## config.mk

```make
export PLATFORM = sky130hd
export DESIGN_NAME = bram_18_14_arb
export DESIGN_NICKNAME = d
export VERILOG_FILES = /design/src/rtl/bram_18_14_arb_pkg.sv /design/src/rtl/bram_18_14_arb_rr_arb_n.sv /design/src/rtl/bram_18_14_arb.sv
export SDC_FILE = /design/constraint.sdc
export NUM_CORES = 1
export LEC_CHECK = 0
export CAP_MARGIN = 30
export CORE_MARGIN = 2
export CORE_UTILIZATION = 30
export CTS_CLUSTER_DIAMETER = 150
export DETAILED_ROUTE_END_ITERATION = 7
export PLACE_DENSITY = 0.81
export SYNTH_ARGS = -nofsm -noshare
export SYNTH_HDL_FRONTEND = slang
export SYNTH_SLANG_ARGS = --single-unit
```

## constraint.sdc

```tcl
create_clock -name clk -period 2.1 [get_ports clk]
set_clock_uncertainty 0.2 [all_clocks]
set_input_delay 0.525 -clock clk [delete_from_list [all_inputs] [get_ports clk]]
set_output_delay 0.525 -clock clk [all_outputs]
set_load 0.01 [all_outputs]
```

## src/rtl/bram_18_14_arb_pkg.sv

```systemverilog
// Shared constants and helpers for the NTT BRAM port arbiter.
package bram_18_14_arb_pkg;

    localparam int unsigned ADDR_W     = 14;
    localparam int unsigned DATA_W     = 18;
    localparam int unsigned MAX_CLIENT = 4;
    localparam int unsigned IDX_W      = $clog2(MAX_CLIENT);

    function automatic logic [IDX_W-1:0] onehot_to_idx(input logic [MAX_CLIENT-1:0] oh);
        logic [IDX_W-1:0] idx;
        idx = '0;
        for (int i = 0; i < MAX_CLIENT; i++) begin
            if (oh[i]) idx = IDX_W'(i);
        end
        return idx;
    endfunction

endpackage

```

## src/rtl/bram_18_14_arb_rr_arb_n.sv

```systemverilog
// Round-robin arbiter: combinational one-hot grant, pointer advances past the winner.
module rr_arb_n #(
    parameter int unsigned N = 2
) (
    input  logic         clk,
    input  logic         rst_n,
    input  logic [N-1:0] req,
    output logic [N-1:0] gnt
);

    localparam int unsigned PW = (N > 1) ? $clog2(N) : 1;

    logic [PW-1:0] ptr_q, ptr_d;
    logic [PW-1:0] cand;
    logic          found;

    // Search upward from the pointer, modulo N; first requester wins.
    always_comb begin
        gnt   = '0;
        ptr_d = ptr_q;
        cand  = '0;
        found = 1'b0;
        for (int unsigned k = 0; k < N; k++) begin
            cand = PW'((32'(ptr_q) + k) % N);
            if (!found && req[cand]) begin
                found     = 1'b1;
                gnt[cand] = 1'b1;
                ptr_d     = PW'((32'(cand) + 1) % N);
            end
        end
    end

    always_ff @(posedge clk) begin
        if (!rst_n) begin
            ptr_q <= '0;
        end else begin
            ptr_q <= ptr_d;
        end
    end

endmodule

```

## src/rtl/bram_18_14_arb.sv

```systemverilog
// Shares one simple-dual-port BRAM among N_CLIENT requesters with independent
// round-robin arbitration of the write and read ports.
module bram_18_14_arb #(
    parameter int unsigned N_CLIENT = 2,
    parameter int unsigned ADDR_W   = bram_18_14_arb_pkg::ADDR_W,
    parameter int unsigned DATA_W   = bram_18_14_arb_pkg::DATA_W
) (
    input  logic                         clk,
    input  logic                         rst_n,
    input  logic [N_CLIENT-1:0]          wr_req,
    input  logic [N_CLIENT*ADDR_W-1:0]   wr_addr,
    input  logic [N_CLIENT*DATA_W-1:0]   wr_data,
    output logic [N_CLIENT-1:0]          wr_gnt,
    input  logic [N_CLIENT-1:0]          rd_req,
    input  logic [N_CLIENT*ADDR_W-1:0]   rd_addr,
    output logic [N_CLIENT-1:0]          rd_gnt,
    output logic [N_CLIENT-1:0]          rsp_valid,
    output logic [DATA_W-1:0]            rsp_data,
    output logic                         bram_wr_en,
    output logic [ADDR_W-1:0]            bram_wr_addr,
    output logic [DATA_W-1:0]            bram_wr_din,
    output logic [ADDR_W-1:0]            bram_rd_addr,
    input  logic [DATA_W-1:0]            bram_rd_dout
);

    import bram_18_14_arb_pkg::*;

    logic [N_CLIENT-1:0]   wr_req_m, rd_req_m;
    logic [MAX_CLIENT-1:0] wr_oh, rd_oh;
    logic [IDX_W-1:0]      wr_idx, rd_idx;
    logic                  rd_any;
    logic [ADDR_W-1:0]     rd_addr_q;
    logic [N_CLIENT-1:0]   rsp_sel_q;

    // Masking requests keeps every grant low while reset is asserted.
    assign wr_req_m = wr_req & {N_CLIENT{rst_n}};
    assign rd_req_m = rd_req & {N_CLIENT{rst_n}};

    rr_arb_n #(.N(N_CLIENT)) u_wr_arb (
        .clk   (clk),
        .rst_n (rst_n),
        .req   (wr_req_m),
        .gnt   (wr_gnt)
    );

    rr_arb_n #(.N(N_CLIENT)) u_rd_arb (
        .clk   (clk),
        .rst_n (rst_n),
        .req   (rd_req_m),
        .gnt   (rd_gnt)
    );

    always_comb begin
        wr_oh                 = '0;
        rd_oh                 = '0;
        wr_oh[N_CLIENT-1:0]   = wr_gnt;
        rd_oh[N_CLIENT-1:0]   = rd_gnt;
    end

    assign wr_idx = onehot_to_idx(wr_oh);
    assign rd_idx = onehot_to_idx(rd_oh);

    assign bram_wr_en = |(wr_req & wr_gnt);

    always_comb begin
        bram_wr_addr = '0;
        bram_wr_din  = '0;
        if (bram_wr_en) begin
            bram_wr_addr = wr_addr[wr_idx*ADDR_W +: ADDR_W];
            bram_wr_din  = wr_data[wr_idx*DATA_W +: DATA_W];
        end
    end

    // Read address holds its last value on idle cycles.
    assign rd_any       = |(rd_req & rd_gnt);
    assign bram_rd_addr = rd_any ? rd_addr[rd_idx*ADDR_W +: ADDR_W] : rd_addr_q;

    always_ff @(posedge clk) begin
        if (!rst_n) begin
            rd_addr_q <= '0;
            rsp_sel_q <= '0;
        end else begin
            rd_addr_q <= bram_rd_addr;
            rsp_sel_q <= rd_gnt;
        end
    end

    // A response in flight when reset arrives is dropped.
    assign rsp_valid = rsp_sel_q & {N_CLIENT{rst_n}};
    assign rsp_data  = bram_rd_dout;

endmodule
```

# After elaboration in Yosys (flattened, before gate mapping)
# Index checks and enable logic that the tools add are counted.
[word_totals]
register_bits = 18
input_bits = 116
wordCells = 72
output_inout_bits = 71
[op_classes]
addsub = 4
order_cmp = 8
reduce_logical = 12
bitwise = 7
n_mux = 31
multipliers = 3
shifts = 3
[ops]
columns = ["op", "count"]
rows = [
  ["variable part select 28 x 7 -> 14 bit", 2],
  ["variable part select 36 x 8 -> 18 bit", 1],
  ["two-way mux 14 bit", 2],
  ["two-way mux 1 bit", 20],
  ["two-way mux 18 bit", 1],
  ["bitwise AND 2 bit", 5],
  ["multiplier 2 x 3 -> 5 bit (second input constant)", 2],
  ["< comparator 1 x 2 -> 1 bit (second input constant)", 4],
  ["two-way mux 2 bit", 4],
  ["logical AND 1 bit", 6],
  ["multiplier 2 x 4 -> 6 bit (second input constant)", 1],
  ["adder 1 bit (second input constant)", 4],
  ["demux 1 bit (select 1 bit)", 4],
  ["greater-or-equal comparator 1 bit (second input constant)", 4],
  ["bitwise OR 2 bit", 2],
  ["nonzero test 2 bit", 2],
  ["OR reduction 2 bit", 2],
  ["zero test 1 bit", 2],
]

# Depth between registers and ports, before layout
# Gate-level depths: netlist of the first run.
[logic_depth]
word_depth = 11
depth_mapped = 6
ltp_nobuf = 3

# By module
# Synthesis of the first run repeated with hierarchy kept, for this count alone.
[hier_totals]
cells_unflattened = 198
area_unflattened_um2 = 1686.6
[by_module_without_submodules]
columns = ["module", "area_per_inst_um2", "n_inst", "cells_per_inst"]
rows = [
  ["bram_18_14_arb", 1579.0, 1, 186],
  ["rr_arb_n", 53.8, 2, 6],
]

# Worst setup path before layout of the first run
# Ideal clock, no wire load.
[synth_path]
path_type = "input port to output port"
startpoint = "input rst_n"
endpoint = "output bram_wr_addr[0]"
path_stages = 6
required_time_ns = 1.375
arrival_ns = 1.450
slack_ns = -0.075
cell_sequence = "buf_2 -> and2_1 -> clkbuf_1 -> buf_2 -> nand3_1 -> a21oi_1"
[synth_between]
elab_chain_cells = 11
word_cells_on_any_way = 17
[synth_lines]
columns = ["item", "line_no", "text"]
rows = [
  ["start, declared", "bram_18_14_arb.sv:9", "input logic rst_n,"],
  ["bitwise AND 2 bit *", "bram_18_14_arb.sv:36", "assign wr_req_m = wr_req & {N_CLIENT{rst_n}};"],
  ["two-way mux 1 bit (not written as such) (2 in a row)", "bram_18_14_arb_rr_arb_n.sv:25", "if (!found && req[cand]) begin"],
  ["two-way mux 1 bit", "bram_18_14_arb_rr_arb_n.sv:25", ""],
  ["zero test 1 bit", "bram_18_14_arb_rr_arb_n.sv:25", ""],
  ["logical AND 1 bit", "bram_18_14_arb_rr_arb_n.sv:25", ""],
  ["two-way mux 2 bit *", "bram_18_14_arb_rr_arb_n.sv:25", ""],
  ["two-way mux 1 bit", "bram_18_14_arb_pkg.sv:13", "if (oh[i]) idx = IDX_W'(i);"],
  ["multiplier 2 x 3 -> 5 bit", "bram_18_14_arb.sv:69", "bram_wr_addr = wr_addr[wr_idx*ADDR_W +: ADDR_W];"],
  ["variable part select 28 x 7 -> 14 bit", "bram_18_14_arb.sv:69", ""],
  ["two-way mux 14 bit *", "bram_18_14_arb.sv:68", "if (bram_wr_en) begin"],
  ["end, declared", "bram_18_14_arb.sv:20", "output logic [ADDR_W-1:0] bram_wr_addr,"],
]
# Every way passes the cells marked *; elsewhere a longest branch is shown, timed or not. The select of a mux whose other input is x is not followed.

# Worst setup path in the final report of the first run
[layout_path]
startpoint = "input rst_n"
endpoint = "output bram_wr_addr[11]"
# The elaborated chain is that of the path after synthesis.

==> impl_metrics.py, run 1 <==
metrics = {
    "clock_network": {
        "cts_buffers": 3,
        "cts_tree": "built",
        "clk_pin_slew_worst_paths_ps": 70,
        "cts_max_path_buffers": 2,
        "clock_latency_ps": 260,
        "cts_root_buffer": "clkbuf_8",
        "h-tree-depth": 1,
        "cts.sinks": 18,
    },
    "logic_synthesis": {
        "synth.distinct_cells": 24,
        "ys_async_sr_fraction": 0,
        "synth_flop_cell": "dfxtp_1",
        "post-synth-top-area-fraction": 0.198,
        "netlist_area_um2": 1820,
        "synth_area_leader_cell": "dfxtp_1",
        "synth_cells": 270,
        "synth_edf_count": 0,
        "yosysSeqAreaShare": 0.198,
        "yosysWarnings": 0,
        "synthTopCellsByArea": "dfxtp_1 20%, o21ai_0 13%, a211oi_1 12%",
        "synth-seq-cells": 18,
        "synth.avg_cell_area_um2": 6.75,
        "syn_nets": 386,
    },
    "die": {
        "core.rowCount": 28,
        "die-height_um": 82.0,
        "die_w_um": 82.0,
        "start_util": 0.310,
        "core_area_um2": 5890,
        "pin_count": 187,
        "die_area_um2": 6720,
    },
    "global_routing": {
        "grtUsageMet2": 0.635,
        "grt_pass1_vias": 3292,
        "track_usage": 0.350,
        "grt_max_degree": 25,
        "grt-ovfl-total": 0,
        "gr-usage-met3": 0.0879,
        "top_usage_layer": "met2",
        "antenna_found_initial": 0,
        "use_met1": 0.351,
        "grt_pass1_wl_um": 17600,
    },
    "sta": {
        "period_share": 1.12,
        "final.setup.tns_ps": -8000,
        "hold_viol": 0,
        "finalCriticalPeriod_ps": 2360,
        "worst_pin_slew_ps": 361,
        "finalSetupViolations": 47,
        "rsz0062_at_grt": "true",
        "fmax_mhz": 423,
        "hold-worst-slack_ps": 362,
        "slew_headroom": 0.759,
        "worst_slack_ps": -262,
        "slew_violations": 0,
    },
    "setup_path": {
        "crit_required_ps": 1370,
        "crit_buf_inv": 5,
        "crit_arrival_ps": 1640,
        "cp_slowest_stage_delay_ps": 200,
        "worstSetupPathType": "input pin to primary output",
        "crit_slowest_cell": "clkbuf_16",
        "end_kind": "primary output",
        "crit_family": "buffers and inverters",
        "crit_chain": "buf_8 > buf_8 > buf_6 > nand2_8 > clkbuf_16 > o21ai_2 > a21oi_2 > buf_2",
        "crit_top_cell": "buf_8",
        "crit_fanout": 8,
        "cp-start-kind": "input pin",
    },
    "drt": {
        "wl_per_cell_um": 27.1,
        "detail-route-antenna-nets": 0,
        "vias": 3353,
        "viasPerCell": 6.21,
        "wirelength_um": 14600,
        "drt-initial-drc-count": 172,
        "remaining_drc_errors": 0,
        "first_pass_iters": 4,
    },
    "hold_path": {
        "hold_path.class": "register to register",
    },
    "placed_design": {
        "dp.cells": 500,
        "hpwl_um": 6130,
        "io_buffers": 150,
        "finalWeightedCongestion": 0.790,
        "place_area_um2": 3790,
    },
    "finish": {
        "diodes": 0,
        "fillerInstances": 244,
        "nets": 583,
        "area_growth_syn_to_layout_pct": 181,
        "stdcell_count": 540,
        "final_cell_mix": "78 x clkdlybuf4s50_1, 50 x buf_4, 45 x buf_2",
        "layout_commonest_cell": "clkdlybuf4s50_1",
        "drive_above_1_share": 0.617,
        "fin_area_um2": 5120,
    },
    "run_status": {
        "status": "finished with violations",
        "violations": "setup timing",
    },
    "power_and_ir_drop": {
        "p_leak_uw": 0.00199,
        "p_per_area_nw_per_um2": 355,
        "peakVddDrop_mv": 0.309,
    },
    "job": {
        "drv_cap": 0,
    },
}
tightest hold or removal path, cell delays in order (launching register included):
cell	delay [ps]
dfxtp_1	310
o21ai_0	160
a211oi_1	50
final timing paths:
check        cells past startpoint  slack [ps]                        start                 endpoint
max                              8        -260                        rst_n         bram_wr_addr[11]
min                              2         360      rd_addr_q[0]$_SDFF_PN0_  rd_addr_q[0]$_SDFF_PN0_
max reg2reg                      7         340  u_rd_arb.ptr_q$_SDFFE_PN0P_  rd_addr_q[7]$_SDFF_PN0_
min reg2reg                      2         360      rd_addr_q[0]$_SDFF_PN0_  rd_addr_q[0]$_SDFF_PN0_
metal layers:
metal / share of wire / routed length [um]
met1: 0.33 / 4890
met2: 0.49 / 7100
met3: 0.10 / 1480
met4: 0.079 / 1150
met5: 0 / 0
registers in the layout, indices dropped and copies added (netlist names):
signal / cells
u_wr_arb.ptr_q: 1
rd_addr_q: 14
u_rd_arb.ptr_q: 1
rsp_sel_q: 2
where the power goes:
group | internal, uW | leakage, uW | switching, uW | total, uW
sequential | 371 | 0.000152 | 23.5 | 394
clock | 128 | 0.0000216 | 128 | 256
combinational | 598 | 0.00181 | 572 | 1170
synth_stat cells (3+ instances only):
cell / count
a2111oi_0: 5
a2111oi_2: 9
a211oi_1: 28
a21oi_1: 34
and2_1: 3
buf_2: 12
buf_4: 18
clkbuf_1: 15
dfxtp_1: 18
inv_1: 15
nand2_1: 3
nand3_1: 32
nor2_1: 15
o211a_1: 3
o21ai_0: 46
final cells by class:
cell class | instances | area, um^2 | share of cell area
flip-flops and latches | 18 | 365 | 0.0713
inverters | 17 | 85.1 | 0.0166
clock buffers | 3 | 41.3 | 0.00806
well taps | 75 | 93.8 | 0.0183
repair buffers | 241 | 2470 | 0.482
multi-input cells | 186 | 2070 | 0.403
cell families after synthesis:
group                  share of synthesized area
and+or+nand+nor                            0.156
DFF                                        0.198
buffers and inverters                      0.189
AOI/OAI and AO/OA                          0.456
repair_timing:
action	CTS	global route
gates cloned	13	2
hold buffers	0	0
pin swaps	78	30
setup buffers	23	3
resized for setup	433	40
endpoints found under the setup margin	53	50
stage by stage:
stage / setup slack (ps) / util / power (uW)
after floorplan: -62.3 / - / 733
after global placement: -993 / 0.645 / 1160
after global routing: -306 / 0.871 / 1880
after CTS: -188 / 0.831 / 1670
after detailed placement: -1010 / 0.645 / 1170
final: -262 / 0.871 / 1820
Power figures use the tool's default switching activity.
==> run 2, diff against run 1 <==
Settings changed: PLACE_DENSITY 0.81 to 0.94.
==> impl_metrics.py, run 2 (synthesized netlist as in run 1, its figures left out) <==
metrics = {
    "drt": {
        "drt-initial-drc-count": 206,
        "remaining_drc_errors": 0,
        "vias": 3133,
        "wirelength_um": 12000,
        "wl_per_cell_um": 22.1,
        "first_pass_iters": 4,
        "detail-route-antenna-nets": 0,
        "viasPerCell": 5.76,
    },
    "clock_network": {
        "h-tree-depth": 1,
        "cts_buffers": 3,
        "cts_root_buffer": "clkbuf_8",
        "cts.sinks": 18,
        "clk_pin_slew_worst_paths_ps": 80,
        "cts_tree": "built",
        "cts_max_path_buffers": 2,
        "postCtsHoldBufs": 0,
        "clock_latency_ps": 250,
    },
    "setup_path": {
        "crit_required_ps": 1370,
        "cp_slowest_stage_delay_ps": 290,
        "end_kind": "primary output",
        "crit_buf_inv": 4,
        "crit_top_cell": "buf_8",
        "worstSetupPathType": "input pin to primary output",
        "crit_slowest_cell": "a211oi_2",
        "crit_arrival_ps": 1590,
        "crit_family": "buffers and inverters",
        "cp-start-kind": "input pin",
        "crit_chain": "buf_8 > buf_8 > o211a_4 > buf_12 > a211oi_2 > buf_2",
        "crit_fanout": 6,
    },
    "power_and_ir_drop": {
        "p_int_uw": 1090,
        "pwr-share-comb": 0.605,
        "seqPwrFrac": 0.226,
        "switchingPower_uw": 649,
        "peakVddDrop_mv": 0.364,
        "clkPwrFrac": 0.169,
        "switching_share": 0.372,
        "total_power_uw": 1740,
        "p_per_area_nw_per_um2": 363,
        "p_leak_uw": 0.00193,
    },
    "finish": {
        "layout_commonest_cell": "clkdlybuf4s50_1",
        "diodes": 0,
        "area_growth_syn_to_layout_pct": 164,
        "top_regs": "rd_addr_q x14, rsp_sel_q x2",
        "nets": 586,
        "utilization": 0.817,
        "final_cell_mix": "78 x clkdlybuf4s50_1, 53 x buf_4, 46 x buf_2",
        "fillerInstances": 332,
        "largest_register_ff_count": 14,
        "drive_above_1_share": 0.574,
        "largest_register": "rd_addr_q",
    },
    "global_routing": {
        "grt_max_degree": 33,
        "top_usage_layer": "met2",
        "grt-ovfl-total": 0,
        "grt_pass1_vias": 3251,
        "track_usage": 0.326,
        "use_met1": 0.299,
        "grtUsageMet2": 0.645,
        "gr-usage-met3": 0.0681,
        "grt_pass1_wl_um": 16500,
        "antenna_found_initial": 0,
    },
    "sta": {
        "finalSetupViolations": 45,
        "period_share": 1.10,
        "finalCriticalPeriod_ps": 2310,
        "slew_headroom": 0.758,
        "rsz0062_at_grt": "true",
        "final.setup.tns_ps": -4610,
        "slew_violations": 0,
        "fmax_mhz": 432,
        "hold_viol": 0,
        "worst_slack_ps": -214,
        "worst_pin_slew_ps": 360,
    },
    "die": {
        "core_area_um2": 5890,
        "core.rowCount": 28,
        "die_w_um": 82.0,
        "pin_count": 187,
        "start_util": 0.310,
        "die_area_um2": 6720,
        "die-height_um": 82.0,
    },
    "run_status": {
        "violations": "setup timing",
        "status": "finished with violations",
    },
    "placed_design": {
        "finalWeightedCongestion": 0.842,
        "hpwl_um": 6420,
        "io_buffers": 150,
    },
    "job": {
        "drv_cap": 0,
    },
    "hold_path": {
        "hold_path.class": "register to register",
    },
}
==> run 2: layout make-up <==
type,count,area [um^2],area share
flip-flops and latches,18,365,0.0760
clock buffers,4,55.1,0.0114
multi-input cells,186,1850,0.385
well taps,75,93.8,0.0195
inverters,17,73.8,0.0154
repair buffers,244,2370,0.493
==> run 2: per-stage QoR <==
stage	hold WS (ps)	cells	setup WS, ps	instance area [um^2]
2_1_floorplan	266	270	-62.3	2000
3_5_place_dp	306	504	-1050	3810
4_1_cts	348	539	-120	4590
3_3_place_gp	279	504	-965	3810
6_report	369	544	-214	4810
5_1_grt	415	544	-223	4810
==> run 2: worst min-delay path, stage by stage (launching register included) <==
cell and delay [ps]:
dfxtp_1 320, o21ai_0 160, a211oi_1 40
==> run 2: repair_timing <==
action,in CTS,in global routing
pin swaps,85,14
buffers inserted,23,5
endpoints found under the setup margin,53,52
resized for setup,388,45
gates cloned,9,2
endpoints found under the hold margin,0,0
==> run 2: metal layers <==
layer,vias up,routed length [um]
met3,64,823
met5,-,0
met2,168,6430
met4,0,748
li1,1378,-
met1,1523,4030
==> run 2: path summary, 6_finish.rpt <==
| path | from | endpoint | slack (ps) | cells after the start |
|---|---|---|---|---|
| hold reg to reg | rd_addr_q[6]$_SDFF_PN0_ | rd_addr_q[6]$_SDFF_PN0_ | 370 | 2 |
| hold / removal | rd_addr_q[6]$_SDFF_PN0_ | rd_addr_q[6]$_SDFF_PN0_ | 370 | 2 |
| setup reg to reg | u_rd_arb.ptr_q$_SDFFE_PN0P_ | rd_addr_q[3]$_SDFF_PN0_ | 320 | 5 |
| setup / recovery | rd_req[1] | bram_rd_addr[1] | -210 | 6 |
==> run 2: power by group through the flow <==
stage	clock, uW	sequential [uW]	combinational [uW]
2_1_floorplan	0	387	346
3_3_place_gp	0	393	757
3_5_place_dp	0	395	779
4_1_cts	290	389	960
5_1_grt	310	397	1110
6_report	294	394	1050
